<file path="src/rtl/imem_fetch_ctrl_pkg.sv">
// Shared definitions for the instruction fetch controller: bus widths,
// PC step, the halt marker word, the controller state encoding and an
// address alignment helper.
package imem_fetch_ctrl_pkg;

    localparam int ADDR_W = 8;
    localparam int DATA_W = 32;

    // Byte increment between consecutive 32-bit instruction words.
    localparam logic [ADDR_W-1:0] PC_STEP = 8'd4;

    // A fetched word equal to this value stops fetching when halting is enabled.
    localparam logic [DATA_W-1:0] HALT_WORD = 32'h0000_0000;

    typedef enum logic [1:0] {
        ST_IDLE  = 2'd0,
        ST_FETCH = 2'd1,
        ST_HOLD  = 2'd2,
        ST_HALT  = 2'd3
    } fetch_state_t;

    // Force a byte address onto a word boundary.
    function automatic logic [ADDR_W-1:0] align_addr(input logic [ADDR_W-1:0] addr);
        return {addr[ADDR_W-1:2], 2'b00};
    endfunction

endpackage

</file>
<file path="src/rtl/imem_fetch_ctrl_pc_counter.sv">
// Program counter register for the fetch controller. Supports a word
// aligned load, a wrap-around increment by one word, and hold (neither).
// Load wins over increment.
module fetch_pc_counter
    import imem_fetch_ctrl_pkg::*;
#(
    parameter logic [ADDR_W-1:0] RESET_PC = 8'h00
) (
    input  logic              clk,
    input  logic              rst,
    input  logic              load,
    input  logic [ADDR_W-1:0] load_value,
    input  logic              inc,
    output logic [ADDR_W-1:0] pc
);

    logic [ADDR_W-1:0] pc_reg;

    // PC register: the low two bits stay zero for every source of a new value,
    // and the increment wraps naturally at 8 bits.
    always_ff @(posedge clk or posedge rst) begin
        if (rst) begin
            pc_reg <= align_addr(RESET_PC);
        end else if (load) begin
            pc_reg <= align_addr(load_value);
        end else if (inc) begin
            pc_reg <= pc_reg + PC_STEP;
        end
    end

    assign pc = pc_reg;

endmodule

</file>
<file path="src/rtl/imem_fetch_ctrl.sv">
// Instruction fetch controller. Drives the external ROM address from the
// PC, captures the returned word into a single output register with a
// valid/ready handshake, handles redirects (flush + PC load) and stops
// fetching when an all-zero word is seen (when enabled).
module imem_fetch_ctrl
    import imem_fetch_ctrl_pkg::*;
#(
    parameter logic [ADDR_W-1:0] RESET_PC     = 8'h00,
    parameter bit                HALT_ON_ZERO = 1'b1
) (
    input  logic              clk,
    input  logic              rst,
    input  logic              en,
    output logic [ADDR_W-1:0] imem_a,
    input  logic [DATA_W-1:0] imem_rd,
    input  logic              br_taken,
    input  logic [ADDR_W-1:0] br_target,
    output logic [DATA_W-1:0] instr,
    output logic [ADDR_W-1:0] instr_pc,
    output logic              instr_valid,
    input  logic              instr_ready,
    output logic              halted
);

    fetch_state_t      state_reg;
    fetch_state_t      state_next;

    logic [ADDR_W-1:0] pc;
    logic              pc_load;
    logic              pc_inc;

    logic [DATA_W-1:0] instr_reg;
    logic [ADDR_W-1:0] instr_pc_reg;
    logic              instr_valid_reg;

    logic              capture;
    logic              valid_clear;
    logic              stalled;
    logic              halt_seen;

    fetch_pc_counter #(
        .RESET_PC (RESET_PC)
    ) u_pc (
        .clk        (clk),
        .rst        (rst),
        .load       (pc_load),
        .load_value (br_target),
        .inc        (pc_inc),
        .pc         (pc)
    );

    // The output register is occupied and the consumer refuses it this cycle.
    assign stalled   = instr_valid_reg & ~instr_ready;
    assign halt_seen = HALT_ON_ZERO && (imem_rd == HALT_WORD);

    // Next-state and datapath control. FETCH and HOLD share one decision
    // tree: HOLD is simply the label for a stalled FETCH, and leaving it on
    // a transfer captures the next word on the same edge.
    always_comb begin
        state_next  = state_reg;
        pc_load     = 1'b0;
        pc_inc      = 1'b0;
        capture     = 1'b0;
        valid_clear = 1'b0;

        case (state_reg)
            ST_IDLE: begin
                // Output register is always empty here; a redirect only moves the PC.
                if (br_taken) begin
                    pc_load = 1'b1;
                end else if (en) begin
                    state_next = ST_FETCH;
                end
            end

            ST_FETCH, ST_HOLD: begin
                if (br_taken) begin
                    pc_load     = 1'b1;
                    valid_clear = 1'b1;
                    state_next  = ST_FETCH;
                end else if (stalled) begin
                    state_next = ST_HOLD;
                end else if (!en) begin
                    // Any pending word is transferring on this edge.
                    valid_clear = 1'b1;
                    state_next  = ST_IDLE;
                end else if (halt_seen) begin
                    valid_clear = 1'b1;
                    state_next  = ST_HALT;
                end else begin
                    capture    = 1'b1;
                    pc_inc     = 1'b1;
                    state_next = ST_FETCH;
                end
            end

            ST_HALT: begin
                // Only a redirect restarts fetching; EN is ignored.
                if (br_taken) begin
                    pc_load     = 1'b1;
                    valid_clear = 1'b1;
                    state_next  = ST_FETCH;
                end
            end

            default: begin
                state_next = ST_IDLE;
            end
        endcase
    end

    // Controller state register.
    always_ff @(posedge clk or posedge rst) begin
        if (rst) begin
            state_reg <= ST_IDLE;
        end else begin
            state_reg <= state_next;
        end
    end

    // Output instruction register; contents change only on capture so they
    // stay stable while a word waits for the consumer.
    always_ff @(posedge clk or posedge rst) begin
        if (rst) begin
            instr_reg       <= '0;
            instr_pc_reg    <= '0;
            instr_valid_reg <= 1'b0;
        end else if (capture) begin
            instr_reg       <= imem_rd;
            instr_pc_reg    <= pc;
            instr_valid_reg <= 1'b1;
        end else if (valid_clear) begin
            instr_valid_reg <= 1'b0;
        end
    end

    assign imem_a      = pc;
    assign instr       = instr_reg;
    assign instr_pc    = instr_pc_reg;
    assign instr_valid = instr_valid_reg;
    assign halted      = (state_reg == ST_HALT);

endmodule

</file>
<file path="config.mk">
export PLATFORM = sky130hd
export DESIGN_NAME = imem_fetch_ctrl
export DESIGN_NICKNAME = d
export VERILOG_FILES = /design/src/rtl/imem_fetch_ctrl_pkg.sv /design/src/rtl/imem_fetch_ctrl_pc_counter.sv /design/src/rtl/imem_fetch_ctrl.sv
export SDC_FILE = /design/constraint.sdc
export NUM_CORES = 1
export LEC_CHECK = 0
export ABC_CLOCK_PERIOD_IN_PS = 2200
export CORE_MARGIN = 2
export CORE_UTILIZATION = 42
export CTS_CLUSTER_SIZE = 25
export DETAILED_ROUTE_END_ITERATION = 10
export PLACE_DENSITY = 0.84
export SYNTH_ARGS = -nofsm -noshare
export SYNTH_HDL_FRONTEND = slang
export SYNTH_SLANG_ARGS = --single-unit
export TNS_END_PERCENT = 100
</file>
<file path="constraint.sdc">
create_clock -name clk -period 2.2 [get_ports clk]
set_input_delay 0.33 -clock clk [delete_from_list [all_inputs] [get_ports clk]]
set_output_delay 0.33 -clock clk [all_outputs]
set_load 0.01 [all_outputs]
</file>
# [Word-level counts from Yosys, hierarchy flattened]
# Cells that the tools add are included.
[classes] n_addsub=1 eq_ne=6 n_mux=24 bitwise=2 n_reduce_logical=7
[ops] op="$logic_not 32->1" count=1
[ops] op="$mux 8" count=2
[ops] op="$mux 2" count=7
[ops] op="$mux 1" count=13
[ops] op="$add 8x3->8 const B" count=1
[ops] op="$ne 2x2->1 const B" count=3
[ops] op="$pmux 2 s3" count=1
[ops] op="$eq 2x2->1 const B" count=2
[ops] op="$reduce_bool 2->1" count=2
[ops] op="$reduce_or 4->1" count=1
[ops] op="$reduce_and 3->1" count=1
[ops] op="$eq 2x1->1 const B" count=1
[ops] op="$logic_not 2->1" count=1
[ops] op="$pmux 1 s2" count=1
[ops] op="$reduce_or 2->1" count=1
[ops] op="$and 1x1->1" count=1
[ops] op="$not 1->1" count=1
[totals] ff_bits=51 inputBits=45 output_inout_bits=50 elab_cells=45

# [Logic depth before layout (Yosys ltp)]
[depth] ltp_word=8 depth_mapped=9 mapped_depth_nobuf=7

# [By module]
# Synthesis repeated with hierarchy kept, for this count alone.
[hier_totals] hier_cells=172 hier_area_um2=2338.5
[modules_own_cells] module="imem_fetch_ctrl" instances=1 cells_per_inst=134 area_each_um2=1984.4 seq_area_each_um2=1076.0
[modules_own_cells] module="fetch_pc_counter" instances=1 cells_per_inst=38 area_each_um2=354.1 seq_area_each_um2=150.1

# [Worst setup path before layout]
# OpenSTA, ideal clock, no wires.
[synth_path] path_type="register to register" startpoint="register state_reg[1]" endpoint="register instr_reg[16], in the netlist instr[16]" setup_time_ns=0.125 arrival_time_ns=1.780 required_time_ns=2.075 path_slack_ns=0.295 stages_incl_launch_ff=9 path_buffers=2 period_less_slack_ns=1.905 path_cell_list="dfrtp_1 -> inv_1 -> ha_1 -> nand2b_1 -> nor3_2 -> o21a_1 -> buf_6 -> buf_12 -> mux2_4"
[synth_between] elab_chain_cells=3 word_cells_on_any_way=4 cone_classes="2 x eq/ne; 1 x mux; 1 x reduce/logical"
[synth_lines] item="start, declared" line="imem_fetch_ctrl.sv:25" text="fetch_state_t state_reg;"
[synth_lines] item="start signal, assigned" line="imem_fetch_ctrl.sv:117" text="state_reg <= state_next;"
[synth_lines] item="$eq 2x1->1 / $eq 2x2->1 (equally long branches)" line="imem_fetch_ctrl.sv:66" text="case (state_reg)"
[synth_lines] item="$reduce_or 2->1 *" line="imem_fetch_ctrl.sv:66"
[synth_lines] item="$mux 1 *" line="imem_fetch_ctrl.sv:66"
[synth_lines] item="end signal, assigned" line="imem_fetch_ctrl.sv:129" text="instr_reg <= imem_rd;"
[synth_lines] item="end, declared" line="imem_fetch_ctrl.sv:32" text="logic [DATA_W-1:0] instr_reg;"
# Every way passes the cells marked *; elsewhere a longest branch is shown, timed or not.
# A chain may end at the register's enable or synchronous reset.

# [Worst setup path after layout]
[layout_path] startpoint="register state_reg[1]" endpoint="register u_pc.pc_reg[7], in the netlist u_pc.pc[7]"
[layout_between] elab_chain_cells=4 word_cells_on_any_way=5 cone_classes="2 x eq/ne; 1 x mux; 2 x reduce/logical"
[layout_lines] item="$eq 2x1->1 / $eq 2x2->1 (equally long branches)" line="imem_fetch_ctrl.sv:66"
[layout_lines] item="$reduce_or 2->1 *" line="imem_fetch_ctrl.sv:66"
[layout_lines] item="$mux 1 *" line="imem_fetch_ctrl.sv:66"
[layout_lines] item="$reduce_bool 2->1 (no source line) *"
[layout_lines] item="end signal, assigned" line="imem_fetch_ctrl_pc_counter.sv:23" text="pc_reg <= align_addr(RESET_PC);"
[layout_lines] item="end signal, assigned" line="imem_fetch_ctrl_pc_counter.sv:25" text="pc_reg <= align_addr(load_value);"
[layout_lines] item="end signal, assigned" line="imem_fetch_ctrl_pc_counter.sv:27" text="pc_reg <= pc_reg + PC_STEP;"
[layout_lines] item="end, declared" line="imem_fetch_ctrl_pc_counter.sv:17" text="logic [ADDR_W-1:0] pc_reg;"
# Marked as above.

==> impl_metrics.json <==
{
  "status": "finished, final reports clean",
  "drc": 0,
  "first_pass_iters": 5,
  "drv_slew": 0,
  "leakage_nw": 1.47,
  "design_area_um2": 3460,
  "endpoint_kind": "flop",
  "power_density_nw_per_um2": 1150,
  "tns_ns": 0,
  "synth_top_area_share_pct": 54.0,
  "relSlewSlack_pct": 66.2,
  "yosys_warnings": 0,
  "rows": 26,
  "r2r_start": "state_reg[1]",
  "synth_edf_count": 0,
  "cts_root_buf": "clkbuf_8",
  "track_usage_pct": 17.9,
  "critPathRequiredTime_ns": 2.43,
  "post-route-period-util_pct": 98.2,
  "crit_path_start_kind": "flop",
  "postPlaceCellArea_um2": 3270,
  "place_congestion": 0.790,
  "critical_path_class": "flop to flop",
  "dp_hpwl_um": 3730,
  "async_flop_share_pct": 100,
  "design.die.area_um2": 5780,
  "worst_pin_slew_ns": 0.502,
  "netlist_area_um2": 2180,
  "cts_buffers": 5,
  "drive_above_1_share_pct": 29.2,
  "port-buffer-count": 88,
  "clock_sinks": 47,
  "syn2layout_area_growth_pct": 58.9,
  "clk_pin_slew_ns": 0.09,
  "worst_hold_slack_ns": 0.388,
  "ys_seq_area_share_pct": 54.0,
  "hold_viol": 0,
  "vias": 1661,
  "synth_area_per_cell_um2": 13.5,
  "cts_tree": "built",
  "die_h_um": 76.0,
  "ir_worst_vdd_mv": 0.687,
  "core_area_um2": 5040,
  "ys_types": 39,
  "grt_overflow": 0,
  "arrival_ns": 2.39,
  "synthFlopType": "dfrtp_1",
  "holdBufCountCts": 0,
  "first_iter_violations": 54,
  "insertedDiodeCount": 0,
  "yosys-top-cells-count": "dfrtp_1, mux2_2, nand2_1, inv_1",
  "clock.fmax_ghz": 0.463,
  "antenna_found_initial": 0,
  "ys_ff_latch": 47,
  "routedWlPerCell_um": 15.0,
  "drv_cap": 0,
  "r2r-end": "u_pc.pc[7]",
  "critPathCapture": "u_pc.pc[7]",
  "largest_reg_flops": 32,
  "crit_start": "state_reg[1]",
  "grt_pass1_vias": 1761,
  "io_pins": 95,
  "yosysTopAreaCell": "dfrtp_1",
  "ys_top_cells_by_area": "dfrtp_1, mux2_2, mux2_4",
  "clockBufferDepth": 2,
  "grt_max_degree": 27,
  "clock_latency_ns": 0.29,
  "grt_pass1_wl_um": 8380,
  "min_period_ns": 2.16,
  "die_x_um": 76.0,
  "yosysMostFrequentCell": "dfrtp_1",
  "start_util_pct": 43.2,
  "r2r_cells": 9,
  "drtAntennaViolNets": 0,
  "htreeDepth": 2,
  "vias_per_cell": 4.79,
  "power_mw": 3.99,
  "regToRegSetupSlack_ns": 0.04,
  "fin_skew_ns": 0.00693,
  "cp_max_fo": 11,
  "hold_class": "input pin to asynchronous set/reset pin",
  "final_nets": 325,
  "syn_inst": 161,
  "finalWirelength_um": 5220,
  "finalSetupViolCount": 0
}
==> report_power, final <==
group | internal [mW] | total (mW) | switching (mW)
Combinational | 1.24 | 1.95 | 0.706
Clock | 0.287 | 0.565 | 0.278
Sequential | 1.25 | 1.47 | 0.219
Total | 2.79 | 3.99 | 1.20
==> per-stage QoR <==
| stage | util [%] | setup slack, ns | std cells |
|---|---|---|---|
| floorplan | - | 0.295 | 164 |
| global placement | 64.9 | -0.0776 | 335 |
| detailed placement | 64.9 | -0.106 | 335 |
| CTS | 67.0 | 0.0404 | 343 |
| global route | 68.6 | -0.0497 | 347 |
| finish | 68.6 | 0.0395 | 347 |
==> cells in the final DEF (no fill, tap or decap), types with 2 or more instances in the layout <==
master and n:
conb_1 4, mux2_4 6, buf_12 4, nand2_1 9, ha_1 3, clkbuf_8 7
nor4_2 4, o211ai_1 3, o21ai_0 6, xor2_1 2, inv_1 6, inv_2 2
clkdlybuf4s50_1 88, nor3_1 2, nand3_1 2, buf_4 21, mux2_2 28, nor2_1 3
dfrtp_1 47, o21ai_1 2, nor4_1 4, mux2_1 3
==> cell families (layout without fill, tap and decap cells) <==
logic type                 count (synthesis)  after routing  synth area share [%]
other                                      1              4                 0.172
AOI/OAI and AO/OA                         20             20                  6.78
buffers and inverters                     17            130                  5.40
adders and majority gates                  4              4                  2.30
DFF                                       47             47                  54.0
xor gates and xnor gates                   3              3                  1.21
muxes                                     37             37                  20.2
and+or+nand+nor                           32             32                  9.94
==> layout make-up <==
class | instances | area [µm²]
Fill cell | 392 | 1580
Tap cell | 70 | 87.6
Inverter | 8 | 30.0
Sequential cell | 47 | 1180
Timing Repair Buffer | 114 | 1140
Clock buffer | 8 | 100
Multi-Input combinational cell | 100 | 921
==> worst max-delay path: stages, from the launching register on <==
cell,delay [ns]
dfrtp_1,0.42
inv_2,0.07
ha_4,0.29
nand2b_4,0.07
nor3_4,0.23
o21ai_4,0.11
buf_12,0.16
buf_4,0.14
or4_1,0.51
nand3_1,0.09
==> metal layers <==
metal  track usage, %  up-vias  wire, µm  part of all wire (%)
li1                 -      799         -                     -
met5                0        -         0                     0
met2             31.8       58      2730                    52
met4             4.55        0        57                   1.1
met3             4.62        9       258                   4.9
met1             21.8      795      2170                    42
==> worst min path at each step <==
stage / end / depth (start not counted) / slack [ns]
2_1_floorplan: u_pc.pc[7] / 2 / 0.45
3_3_place_gp: instr_pc[3] / 2 / 0.47
3_5_place_dp: instr_pc[7] / 1 / 0.49
4_1_cts: instr[25] / 2 / 0.40
5_1_grt: instr[20] / 2 / 0.43
6_report: instr[20] / 2 / 0.39
==> what timing repair did <==
action / CTS / global route
cloned: 0 / 1
hold endpoints to repair: 0 / 0
gates resized for setup: 1 / 3
endpoints found under the setup margin: 1 / 2
buffers inserted: 0 / 3
pin swaps: 0 / 1
Note: power is estimated with default switching activity, not from simulation.
